## config.mk

```make
export PLATFORM = sky130hd
export DESIGN_NAME = msrv32_csr_file
export DESIGN_NICKNAME = d
export VERILOG_FILES = /design/src/rtl/msrv32_csr_file.sv
export SDC_FILE = /design/constraint.sdc
export NUM_CORES = 1
export LEC_CHECK = 0
export CAP_MARGIN = 20
export CORE_MARGIN = 1.5
export CORE_UTILIZATION = 40
export DETAILED_ROUTE_END_ITERATION = 8
export GPL_ROUTABILITY_DRIVEN = 1
export PLACE_DENSITY = 0.66
export SKIP_LAST_GASP = 1
export SYNTH_ARGS = -nofsm -noshare
export SYNTH_HDL_FRONTEND = slang
export SYNTH_SLANG_ARGS = --single-unit
```

## constraint.sdc

```tcl
create_clock -name clk_in -period 4.6 [get_ports clk_in]
set_input_delay 0.69 -clock clk_in [delete_from_list [all_inputs] [get_ports clk_in]]
set_output_delay 0.69 -clock clk_in [all_outputs]
set_load 0.005 [all_outputs]
```

## src/rtl/msrv32_csr_file.sv

```systemverilog
// msrv32_csr_file: machine-mode CSR file with Zicsr read-modify-write, 64-bit counters, trap entry and mret handling.
//   clk_in/rst_in        : clock, synchronous active-high reset
//   wr_en_in             : flush-gated CSR write enable
//   csr_addr_in/csr_op_in: CSR address and funct3
//   rs1_in/imm_in        : register and zero-extended immediate sources
//   pc_in/trap_in/cause_in/tval_in : trap entry request and its state
//   mret_in              : mret retiring
//   instret_inc_in       : instruction retired
//   e_irq_in/t_irq_in/s_irq_in : level interrupt lines
//   csr_data_out/illegal_csr_out : old CSR value and illegal-access flag
//   mepc_out/trap_address_out/mie_out/irq_pending_out : trap/return info for PC mux and control
module msrv32_csr_file #(
    parameter logic [31:0] MTVEC_RESET = 32'h0000_0000,
    parameter logic [31:0] MISA_VALUE  = 32'h4000_0100
) (
    input  logic        clk_in,
    input  logic        rst_in,
    input  logic        wr_en_in,
    input  logic [11:0] csr_addr_in,
    input  logic [2:0]  csr_op_in,
    input  logic [31:0] rs1_in,
    input  logic [4:0]  imm_in,
    input  logic [31:0] pc_in,
    input  logic        trap_in,
    input  logic [31:0] cause_in,
    input  logic [31:0] tval_in,
    input  logic        mret_in,
    input  logic        instret_inc_in,
    input  logic        e_irq_in,
    input  logic        t_irq_in,
    input  logic        s_irq_in,
    output logic [31:0] csr_data_out,
    output logic        illegal_csr_out,
    output logic [31:0] mepc_out,
    output logic [31:0] trap_address_out,
    output logic        mie_out,
    output logic        irq_pending_out
);
    logic        r_mie_bit, r_mpie, r_meip, r_mtip, r_msip;
    logic [31:0] r_mie, r_mtvec, r_mscratch, r_mepc, r_mcause, r_mtval;
    logic [63:0] r_mcycle, r_minstret;
    logic [31:0] w_src, w_mstatus, w_mip, w_old, w_new, w_base;
    logic [63:0] w_cyc_inc, w_ins_inc;
    logic        w_impl, w_ro, w_op_ok, w_writes, w_wr;

    assign w_src     = csr_op_in[2] ? {27'd0, imm_in} : rs1_in;
    assign w_op_ok   = csr_op_in[1:0] != 2'b00;
    // set/clear forms with a zero source are pure reads
    assign w_writes  = (csr_op_in[1:0] == 2'b01) || (w_src != 32'd0);
    assign w_mstatus = {19'd0, 2'b11, 3'd0, r_mpie, 3'd0, r_mie_bit, 3'd0};
    assign w_mip     = {20'd0, r_meip, 3'd0, r_mtip, 3'd0, r_msip, 3'd0};

    always_comb begin
        w_impl = 1'b1;
        w_old  = 32'd0;
        case (csr_addr_in)
            12'h300: w_old = w_mstatus;
            12'h301: w_old = MISA_VALUE;
            12'h304: w_old = r_mie;
            12'h305: w_old = r_mtvec;
            12'h340: w_old = r_mscratch;
            12'h341: w_old = r_mepc;
            12'h342: w_old = r_mcause;
            12'h343: w_old = r_mtval;
            12'h344: w_old = w_mip;
            12'hB00, 12'hC00: w_old = r_mcycle[31:0];
            12'hB80, 12'hC80: w_old = r_mcycle[63:32];
            12'hB02, 12'hC02: w_old = r_minstret[31:0];
            12'hB82, 12'hC82: w_old = r_minstret[63:32];
            12'hF11, 12'hF12, 12'hF13, 12'hF14: w_old = 32'd0;
            default: w_impl = 1'b0;
        endcase
    end

    assign w_ro = (csr_addr_in[11:10] == 2'b11) || (csr_addr_in == 12'h301) || (csr_addr_in == 12'h344);
    assign illegal_csr_out = !w_op_ok || !w_impl || (w_writes && w_ro);
    assign csr_data_out = w_old;
    assign w_new = (csr_op_in[1:0] == 2'b01) ? w_src :
                   (csr_op_in[1:0] == 2'b10) ? (w_old | w_src) : (w_old & ~w_src);
    // trap and mret take precedence over any coincident CSR write
    assign w_wr = wr_en_in && !illegal_csr_out && w_writes && !trap_in && !mret_in;

    assign w_base = {r_mtvec[31:2], 2'b00};
    assign trap_address_out = (r_mtvec[1:0] == 2'b01 && cause_in[31]) ?
                              w_base + {cause_in[29:0], 2'b00} : w_base;
    assign mepc_out = r_mepc;
    assign mie_out = r_mie_bit;
    assign irq_pending_out = r_mie_bit && |(r_mie & w_mip);

    assign w_cyc_inc = r_mcycle + 64'd1;
    assign w_ins_inc = r_minstret + {63'd0, instret_inc_in};

    always_ff @(posedge clk_in) begin
        if (rst_in) begin
            r_mie_bit  <= 1'b0;
            r_mpie     <= 1'b0;
            r_meip     <= 1'b0;
            r_mtip     <= 1'b0;
            r_msip     <= 1'b0;
            r_mie      <= 32'd0;
            r_mtvec    <= MTVEC_RESET;
            r_mscratch <= 32'd0;
            r_mepc     <= 32'd0;
            r_mcause   <= 32'd0;
            r_mtval    <= 32'd0;
            r_mcycle   <= 64'd0;
            r_minstret <= 64'd0;
        end else begin
            r_meip     <= e_irq_in;
            r_mtip     <= t_irq_in;
            r_msip     <= s_irq_in;
            // a counter-word write below overrides only that word; the other keeps the increment
            r_mcycle   <= w_cyc_inc;
            r_minstret <= w_ins_inc;
            if (trap_in) begin
                r_mepc    <= {pc_in[31:2], 2'b00};
                r_mcause  <= cause_in;
                r_mtval   <= tval_in;
                r_mpie    <= r_mie_bit;
                r_mie_bit <= 1'b0;
            end else if (mret_in) begin
                r_mie_bit <= r_mpie;
                r_mpie    <= 1'b1;
            end else if (w_wr) begin
                case (csr_addr_in)
                    12'h300: begin
                        r_mie_bit <= w_new[3];
                        r_mpie    <= w_new[7];
                    end
                    12'h304: r_mie <= w_new & 32'h0000_0888;
                    // only direct (0) and vectored (1) modes are kept
                    12'h305: r_mtvec <= {w_new[31:2], 1'b0, w_new[1:0] == 2'b01};
                    12'h340: r_mscratch <= w_new;
                    12'h341: r_mepc <= {w_new[31:2], 2'b00};
                    12'h342: r_mcause <= w_new;
                    12'h343: r_mtval <= w_new;
                    12'hB00: r_mcycle[31:0] <= w_new;
                    12'hB80: r_mcycle[63:32] <= w_new;
                    12'hB02: r_minstret[31:0] <= w_new;
                    12'hB82: r_minstret[63:32] <= w_new;
                    default: ;
                endcase
            end
        end
    end
endmodule
```

==> results of run 1 <==
==> state kept, by name (all words and copies together), names as in the netlist <==
name,flops
r_mcycle,64
r_mcause,32
r_mie,3
mie_out,1
r_meip,1
r_mtvec,31
mepc_out,30
r_mscratch,32
r_mtip,1
r_mtval,32
r_msip,1
r_mpie,1
r_minstret,64
==> cell type report <==
cell class | instances | area (um2)
Fill cell | 4055 | 19900
Timing Repair Buffer | 467 | 4436
Inverter | 24 | 90.09
Antenna cell | 3 | 7.507
Clock inverter | 12 | 116.4
Tap cell | 585 | 732.0
Clock buffer | 44 | 904.6
Sequential cell | 293 | 5867
Multi-Input combinational cell | 1696 | 11020
==> where the power goes <==
| part | switching [uW] | internal [uW] |
|---|---|---|
| Clock | 1130 | 1470 |
| Combinational | 394 | 320 |
| Sequential | 48.3 | 2590 |
==> how the worst max path moves through the flow <==
stage                    from                   end  slack, ns  cells after the start
2_1_floorplan     cause_in[0]  trap_address_out[28]       0.86                     12
4_1_cts           cause_in[2]  trap_address_out[28]      -0.06                     16
3_3_place_gp      cause_in[1]  trap_address_out[29]      -0.53                     12
3_5_place_dp      cause_in[1]  trap_address_out[29]      -0.58                     12
5_1_grt           cause_in[6]  trap_address_out[29]      -0.06                     13
6_report       csr_addr_in[3]       csr_data_out[6]       0.05                      9
==> cells by family (layout without fill, tap and decap cells) <==
group	Yosys count	after routing	share of synthesized area [%]
xor gates and xnor gates	179	179	8.997
AOI/OAI and AO/OA	676	676	27.36
muxes	31	31	1.946
buffers and inverters	190	547	4.545
DFF	293	293	33.66
adders and majority gates	33	33	2.413
other	1	7	0.02152
and+or+nand+nor	773	773	21.05
==> tightest hold or removal path, delay by kind of cell, from the launching register on <==
family | cells | cell delay [ns]
DFF | 1 | 0.31
AOI/OAI and AO/OA | 1 | 0.05
and+or+nand+nor | 1 | 0.05
==> cell usage in the layout (no fill, tap or decap), types with 29 or more instances in the layout <==
cell type	n
nor2_1	273
xnor2_1	123
o21ai_0	140
a222oi_1	29
xor2_1	56
clkbuf_16	31
clkdlybuf4s50_1	235
nand3_1	79
nand2_1	197
a211oi_1	110
dfxtp_1	292
nand4_1	50
a21oi_1	83
and3_1	35
buf_4	192
a22oi_1	149
==> repair_timing <==
item	CTS	global route
hold buffers	0	0
pin swaps	9	14
resized for setup	23	23
setup buffers	4	8
endpoints found under the setup margin	13	26
==> metrics by stage <==
step / setup TNS, ns / hold slack [ns] / setup WS (ns) / std cells
after CTS: -0.05777 / 0.4578 / -0.05777 / 3111
after floorplan: 0 / 0.4360 / 0.8586 / 2179
after detailed placement: -3.587 / 0.4494 / -0.5807 / 3051
final: 0 / 0.4653 / 0.05184 / 3124
after global placement: -3.095 / 0.4414 / -0.5319 / 3050
after global routing: -0.05779 / 0.4718 / -0.05779 / 3124
==> routing by layer <==
layer / GRT usage, % / vias to the layer above / wire (um)
met4: 16.90 / 0 / 4465
met1: 44.86 / 9282 / 31880
met5: 0 / - / 0
met3: 4.584 / 215 / 6576
met2: 54.98 / 1069 / 35290
li1: - / 8698 / -
==> results.md, run 1 <==
* Run status: complete, no violations
* Seq/Total Area, Yosys at 33.66%
* Crit path launch type: input pin
* Worst hold path endpoint: r_mscratch[12]
* Syn Area/Cell at 8.008 um2
* Hold Vio Cnt, Final at 0
* Cell area after layout at 0.02318 mm2
* Site row count at 76
* Core area at 0.04308 mm2
* WL per Instance at 25.03 um
* Critical path class: in2out
* CTS tree: done
* Antenna violations before repair at 3
* Ys async rst share at 0%
* Finished Core Util at 53.81%
* Largest net degree at the start of global routing at about 170
* TritonCTS Buffers at 31
* WP buf/inv at 4
* Maximum vdd drop at about 0.26 mV
* Cell count after synthesis at 2176
* Total of warnings raised by yosys at 0
* Critical path fanouts, max at 16
* Vias in the first global route at 18.01k
* Final global-route overflow total at 0
* Final setup viols at 0
* RR Endpoint: r_mcycle[57]
* Vias at 19.26k
* DP Wirelength at 58520 um
* Crit. End Element: primary output
* Leading register cell type out of synthesis: dfxtp_1
* Critical Path AT at 3.86 ns
* WP data required at 3.91 ns
* Cell seen most often among critical-path stages: clkdlybuf4s50_1
* P per Cell Area at 257.0 mW/mm2
* Post-DP Area at 0.02187 mm2
* Count of different cell masters after synthesis at 72
* Synthesized area at 0.01743 mm2
* Clk slew on worst S/H paths at 0.06 ns
* Worst clock skew at 0.01854 ns
* CP max stage delay at 0.79 ns
* TritonCTS Sinks at 293
* Longest Clk Path Bufs at 3
* Critical Path, Cell by Cell: clkdlybuf4s50_1, or4b_2, a2111oi_2, buf_4, buf_12, o2bb2ai_1, a221oi_1, nand3_1, clkdlybuf4s50_1
* Hold WC Path Type: reg2reg
* CP max-delay cell: or4b_2
* Placer's final routability congestion estimate at 0.9816
* Hold Path Depth at 2
* Period Utilization, post-route at 98.87%
* Area Overhead vs Synth at 33.01%
* Initial Utilization at 40.45%
* DR iter-0 viols at 2635
* Number of synthesized flops with an enable pin at 0
* MaxCap Viol Count at 0
* Hold path startpoint: r_mscratch[12]
* Total GRT Usage at between 30% and 40%
* Drt total wl at between 70000 and 80000 um
* Kind of cell adding the most delay to the critical path: buffers and inverters
* Antenna-violating nets left at 0
* Drt drc at 0
* DIE AREA at between 0.04 and 0.05 mm2
* Fmax at ~0.22 GHz
* Port bufs at 249
* Die Y at 211.7 um
* Yosys reg bits at 293
* Root Buffer: clkbuf_16
* Worst relative slew slack at a little under a quarter
* Unrepaired setup endpoints after global routing: true
* Die width at 211.7 um
* Tmin final at 4.548 ns
* Share of the synthesized area in the top cell type at 33.66%
* Max Slew Vio Count at 0
* Top cell type by total area after synthesis: dfxtp_1
* RR Startpoint: r_mcycle[20]
* Worst-Margin Slew at 1.139 ns
* P_leak at 0.008410 uW
* Power consumption at 5957 uW
* Number of top-level pins at 256
* Layout cell share with drive strength beyond 1 at 14.20%
* Worst Reg-to-Reg Cells at 9
* # H-tree levels at 1
* Top post-synthesis cells by count: dfxtp_1 (293), nor2_1 (274), nand2_1 (198), a22oi_1 (149), o21ai_0 (143)
* Count leader, synth: dfxtp_1
* First-pass iteration count of the detailed router at 8
* Reg2reg setup slack at 1.55 ns
* Global-route wire length before repair at 115100 um
* Area contributors post-synth: dfxtp_1 (34%), a22oi_1 (6.4%), xnor2_1 (6.2%)
* Worst-skew pair later-pin latency at roughly 0.6 ns
* Vias per inst at 6.166
* Fin nets at about 2.7k
No activity file was read; power rests on OpenSTA's default activity.
==> inputs of run 2 (changes only) <==
- CTS_CLUSTER_SIZE: default -> 28
==> results of run 2 <==
Same layout as run 1: the final DEF is identical, and so are final timing and power.
==> RTL change 1, RTL diff (settings of run 2) <==
Register the outputs `csr_data_out`, `trap_address_out` and `irq_pending_out`, without a reset; this adds one clock of latency there. The other outputs are not delayed to match.
--- a/src/rtl/msrv32_csr_file.sv
+++ b/src/rtl/msrv32_csr_file.sv
@@ -74,18 +74,19 @@
 
     assign w_ro = (csr_addr_in[11:10] == 2'b11) || (csr_addr_in == 12'h301) || (csr_addr_in == 12'h344);
     assign illegal_csr_out = !w_op_ok || !w_impl || (w_writes && w_ro);
-    assign csr_data_out = w_old;
     assign w_new = (csr_op_in[1:0] == 2'b01) ? w_src :
                    (csr_op_in[1:0] == 2'b10) ? (w_old | w_src) : (w_old & ~w_src);
     // trap and mret take precedence over any coincident CSR write
     assign w_wr = wr_en_in && !illegal_csr_out && w_writes && !trap_in && !mret_in;
 
     assign w_base = {r_mtvec[31:2], 2'b00};
-    assign trap_address_out = (r_mtvec[1:0] == 2'b01 && cause_in[31]) ?
-                              w_base + {cause_in[29:0], 2'b00} : w_base;
     assign mepc_out = r_mepc;
     assign mie_out = r_mie_bit;
-    assign irq_pending_out = r_mie_bit && |(r_mie & w_mip);
+    always_ff @(posedge clk_in) begin
+        csr_data_out     <= w_old;
+        trap_address_out <= (r_mtvec[1:0] == 2'b01 && cause_in[31]) ? w_base + {cause_in[29:0], 2'b00} : w_base;
+        irq_pending_out  <= r_mie_bit && |(r_mie & w_mip);
+    end
 
     assign w_cyc_inc = r_mcycle + 64'd1;
     assign w_ins_inc = r_minstret + {63'd0, instret_inc_in};
Formal check against the unedited RTL: not equivalent (Yosys sat finds a counterexample within 4 cycles, from zero or initial values and one cycle with rst_in high).
==> RTL change 1 against run 2 <==
- the flow now finishes with violations (design-rule violations)
- sequential share of layout area increased by 4.3 points
- first-iteration DRC count decreased by 3.6%
- cell area grew 4.0%
- wire length grew 5.2%
- power increased by 22%
- sequential cell count up 63
- setup slack improved by 0.52 ns
- synthesized area grew 9.4%
- hold slack lost 0.0087 ns
- critical endpoint is now illegal_csr_out
- largest power group is now the clock network
==> RTL change 1: results (changes against run 2) <==
* Length in cells of the worst reg-to-reg path at 12 (+3)
* Fill count at 4362 (+7.6%)
* Failing checks: design-rule violations
* Maximum single-stage delay on the critical path at 0.58 ns (-0.21 ns)
* Status: finished, violations left
* CTS Buf Count at 42 (+35%)
* Slew @ Worst Pin at 1.14 ns (+0.00148 ns)
* H-tree levels at 2 (+1)
* Routability congestion estimate at 0.941 (-4.1%)
* Pin count of the biggest net entering global routing at 106 (-37%)
* Initial DRT Pass Iterations at 9 (+1)
* Synth Area in XOR/XNOR at 0.0795 (-0.0105)
* Share of cells above drive strength 1 at 0.0955 (-0.0464)
* Non-Filler Instances at 3130 (+0.19%)
* Detailed Place HPWL at 60500 um (+3.4%)
* PostCTS Resize Cnt at 0 (-100%)
* Diodes inserted at 0 (-3)
* Clock Latency Late Sink at 0.58 ns (-0.02 ns)
* Vias in the first global route at 18200 (+0.99%)
* Cells after Synth at 2272 (+4.4%)
* Post-layout nets at 2685 (-0.67%)
* Synth Area in Adders at 0.0220 (-0.00208)
* GR Util All Layers at 0.325 (-0.0168)
* Via count at 19500 (+1.4%)
* Slowest cell on the critical path: nor4b_1
* Commonest cells post-synth: 356 x dfxtp_1, 229 x nand2_1, 168 x nor2_1
* DRC at 1 (+1)
* Sequential share of the synthesized area at 0.374 (+0.0371)
* Clock Skew at 0.0155 ns (-0.00300 ns)
* Pre-CTS setup slack at 0.308 ns (+0.889 ns)
* Synth top area cells: dfxtp_1 37%, xnor2_1 5.3%, a211oi_1 5.2%, nand2_1 4.5%, a32oi_1 4.5%
* First-pass GRT wire length at 120000 um (+4.6%)
==> RTL change 1: through the flow <==
step | total power, mW | instance area, um^2 | util | hold slack [ns]
3_5_place_dp | 3.95 | 22800 | 0.487 | 0.447
4_1_cts | 7.29 | 24100 | 0.516 | 0.454
2_1_floorplan | 3.55 | 19100 | - | 0.431
5_1_grt | 7.48 | 24100 | 0.516 | 0.468
3_3_place_gp | 3.94 | 22800 | 0.487 | 0.441
6_report | 7.26 | 24100 | 0.516 | 0.457
==> RTL change 1: worst max-delay path: cells and delay by family <==
kind,cells,cell delay (ns)
AO/OA/AOI/OAI,2,0.56
buffers and inverters,3,1.29
AND/OR/NAND/NOR,3,0.79
==> RTL change 1: final timing paths <==
kind                              start                           end
max                      csr_addr_in[6]               illegal_csr_out
min          r_mscratch[1]$_SDFFE_PP0P_    r_mscratch[1]$_SDFFE_PP0P_
max reg2reg     r_mtvec[2]$_SDFFE_PP0P_  trap_address_out[28]$_DFF_P_
min reg2reg  r_mscratch[1]$_SDFFE_PP0P_    r_mscratch[1]$_SDFFE_PP0P_
==> RTL change 1: cell type report <==
cell class              count  share of cell area
multi-input cells        1714               0.465
inverters                  22             0.00343
flip-flops and latches    356               0.296
clock inverters             8             0.00493
well taps                 607              0.0315
clock buffers              64              0.0512
repair buffers            359               0.148
==> RTL change 1: power groups by stage <==
stage	registers [mW]	logic (mW)	clock network (mW)
2_1_floorplan	3.23	0.312	0
6_report	3.19	0.708	3.36
5_1_grt	3.19	0.749	3.54
3_5_place_dp	3.26	0.692	0
3_3_place_gp	3.25	0.685	0
4_1_cts	3.19	0.695	3.40
==> RTL change 1: layer usage <==
layer,track usage,up-vias,share of wire
met4,0.0701,2,0.019
met5,0,-,0.00015
met2,0.483,1028,0.42
li1,-,8934,-
met1,0.476,9471,0.45
met3,0.0718,92,0.10
==> RTL change 1: cells by family after synthesis <==
group,after synthesis
compound gates,697
xor+xnor,173
fa+ha+maj,33
buf+inv,205
flops,356
mux,27
other cells,1
simple gates,780
==> RTL change 2, RTL diff (flow settings as in run 2) <==
Without the edit above. `MISA_VALUE`: 32'h4000_0100 -> 32'h20000080.
--- a/src/rtl/msrv32_csr_file.sv
+++ b/src/rtl/msrv32_csr_file.sv
@@ -11,7 +11,7 @@
 //   mepc_out/trap_address_out/mie_out/irq_pending_out : trap/return info for PC mux and control
 module msrv32_csr_file #(
     parameter logic [31:0] MTVEC_RESET = 32'h0000_0000,
-    parameter logic [31:0] MISA_VALUE  = 32'h4000_0100
+    parameter logic [31:0] MISA_VALUE  = 32'h20000080
 ) (
     input  logic        clk_in,
     input  logic        rst_in,
Check against the original RTL: not equivalent (Yosys sat finds a counterexample within 4 cycles, from zero or initial values and one cycle with rst_in high).
==> RTL change 2 against run 2 <==
- cell count fell by 1.0%
- cell area fell by 2.3%
- synthesized area rose by 1.0%
- first-iteration DRC count rose by 5.6%
- die area rose by 1.0%
- power rose by 0.40%
- count of clock-buffer cells in the layout rose by 2
- sequential cell count did not move
- wire length fell by 6.0%
- fmax barely moved
- critical path depth fell by 2
- utilization fell by 1.5 points
- synthesized cell count rose by 2.3%
- setup slack improved by 0.0030 ns
- highest routed layer is now met5
==> RTL change 2: results (changes against run 2) <==
* Hold path endpoint: r_mscratch[0]$_SDFFE_PP0P_
* GR Util All Layers at 0.315 (-0.0268)
* Pin count of the biggest net entering global routing at 90 (-46%)
* CP arrival at 3.86 ns (about the same)
* Cells after Synth at 2225 (+2.3%)
* Slowest cell on the critical path: a222oi_1
* Placed inst area at 0.0215 mm^2 (-1.9%)
* Post-CTS Setup Bufs at 2 (-2)
* Post-layout nets at 2673 (-1.1%)
* Worst R2R Start: r_mcycle[0]$_SDFF_PP0_
* WHS at 0.456 ns (-0.00967 ns)
* Avg WL per Cell at 23.8 um (-5.0%)
* Share of cells above drive strength 1 at 0.0961 (-0.0458)
* Clock Skew at 0.0111 ns (-0.00743 ns)
* Post-route setup slack at 0.0548 ns (+0.00299 ns)
* Via count at 19100 (-1.0%)
* Internal power at 4.47 mW (+2.0%)
* Hold Crit Depth at 2 (unchanged)
* Clock Latency Late Sink at 0.58 ns (-0.02 ns)
* Leakage at 7.95 nW (-5.4%)
* Routability congestion estimate at 1.03 (+4.5%)
* Initial antenna violation count at 2 (-1)
* Status: completed
* R2r setup slk at 0.93 ns (-0.62 ns)
* Commonest cells post-synth: 293 x dfxtp_1, 272 x nor2_1, 186 x nand2_1
* Initial DRC Count at 2783 (+5.6%)
* Pre-CTS setup slack at -0.205 ns (+0.376 ns)
* Worst VDD drop at 0.273 mV (+6.9%)
* Via/cell ratio at 6.17 (about the same)
* # setup viols final at 0 (unchanged)
* First-pass GRT wire length at 109000 um (-5.5%)
* Placed Cells at 3034 (-0.56%)
* Slew headroom at 0.218 (-0.0190)
* Cell variety after synth at 76 (+5.6%)
* Sequential share of the synthesized area at 0.333 (-0.00340)
* GR Overflow Total at 0 (unchanged)
* CTS Buf Count at 30 (-3.2%)
* PostCTS Resize Cnt at 9 (-61%)
* Vias in the first global route at 17500 (-2.6%)
* Min-Delay Startpoint: r_mscratch[0]$_SDFFE_PP0P_
* Detailed Place HPWL at 54800 um (-6.4%)
* Initial DRT Pass Iterations at 8 (unchanged)
* Worst-path fanout max at 26 (+10)
* Crit Reg-Reg Endpoint: r_mcycle[62]$_SDFF_PP0_
* Diodes inserted at 0 (-3)
* Synth top area cells: dfxtp_1 33%, a22oi_1 7.0%, xnor2_1 6.2%, nor2_1 5.8%, a211oi_1 5.7%
==> RTL change 2: area by class of cell <==
| type | instances | area [um^2] |
|---|---|---|
| fill | 4046 | 20600 |
| clock buffer | 46 | 901 |
| tap | 585 | 732 |
| sequential | 293 | 5870 |
| multi-input combinational | 1736 | 11100 |
| clock inverter | 10 | 164 |
| timing repair buffer | 384 | 3700 |
| inverter | 38 | 143 |
==> RTL change 2: per-layer routing <==
metal | track usage | share of wire | vias to the layer above
met1 | 0.433 | 0.42 | 9138
met5 | 0 | 0.00015 | -
met2 | 0.492 | 0.44 | 1043
li1 | - | - | 8702
met4 | 0.123 | 0.041 | 2
met3 | 0.0499 | 0.096 | 180
==> RTL change 2: kinds of logic (layout without fill, tap and decap cells) <==
group	after synthesis	after routing	share of synthesized area
compound gates	679	679	0.266
xor+xnor	176	176	0.0876
fa+ha+maj	33	33	0.0239
buf+inv	199	478	0.0462
flops	293	293	0.333
mux	24	24	0.0145
other cells	1	4	0.000213
simple gates	820	820	0.228
==> RTL change 2: power by group through the flow <==
stage	sequential [mW]	combinational [mW]	clock (mW)
2_1_floorplan	2.68	0.304	0
3_3_place_gp	2.69	0.674	0
3_5_place_dp	2.69	0.684	0
4_1_cts	2.63	0.688	2.65
5_1_grt	2.64	0.740	2.75
6_report	2.64	0.703	2.64
==> RTL change 2: how the worst max path moves through the flow <==
stage	startpoint	endpoint	cells after the start
global placement	cause_in[0]	trap_address_out[26]	16
global route	cause_in[1]	trap_address_out[24]	16
finish	csr_addr_in[1]	csr_data_out[1]	7
detailed placement	cause_in[0]	trap_address_out[28]	16
floorplan	cause_in[0]	trap_address_out[26]	12
CTS	cause_in[1]	trap_address_out[27]	13
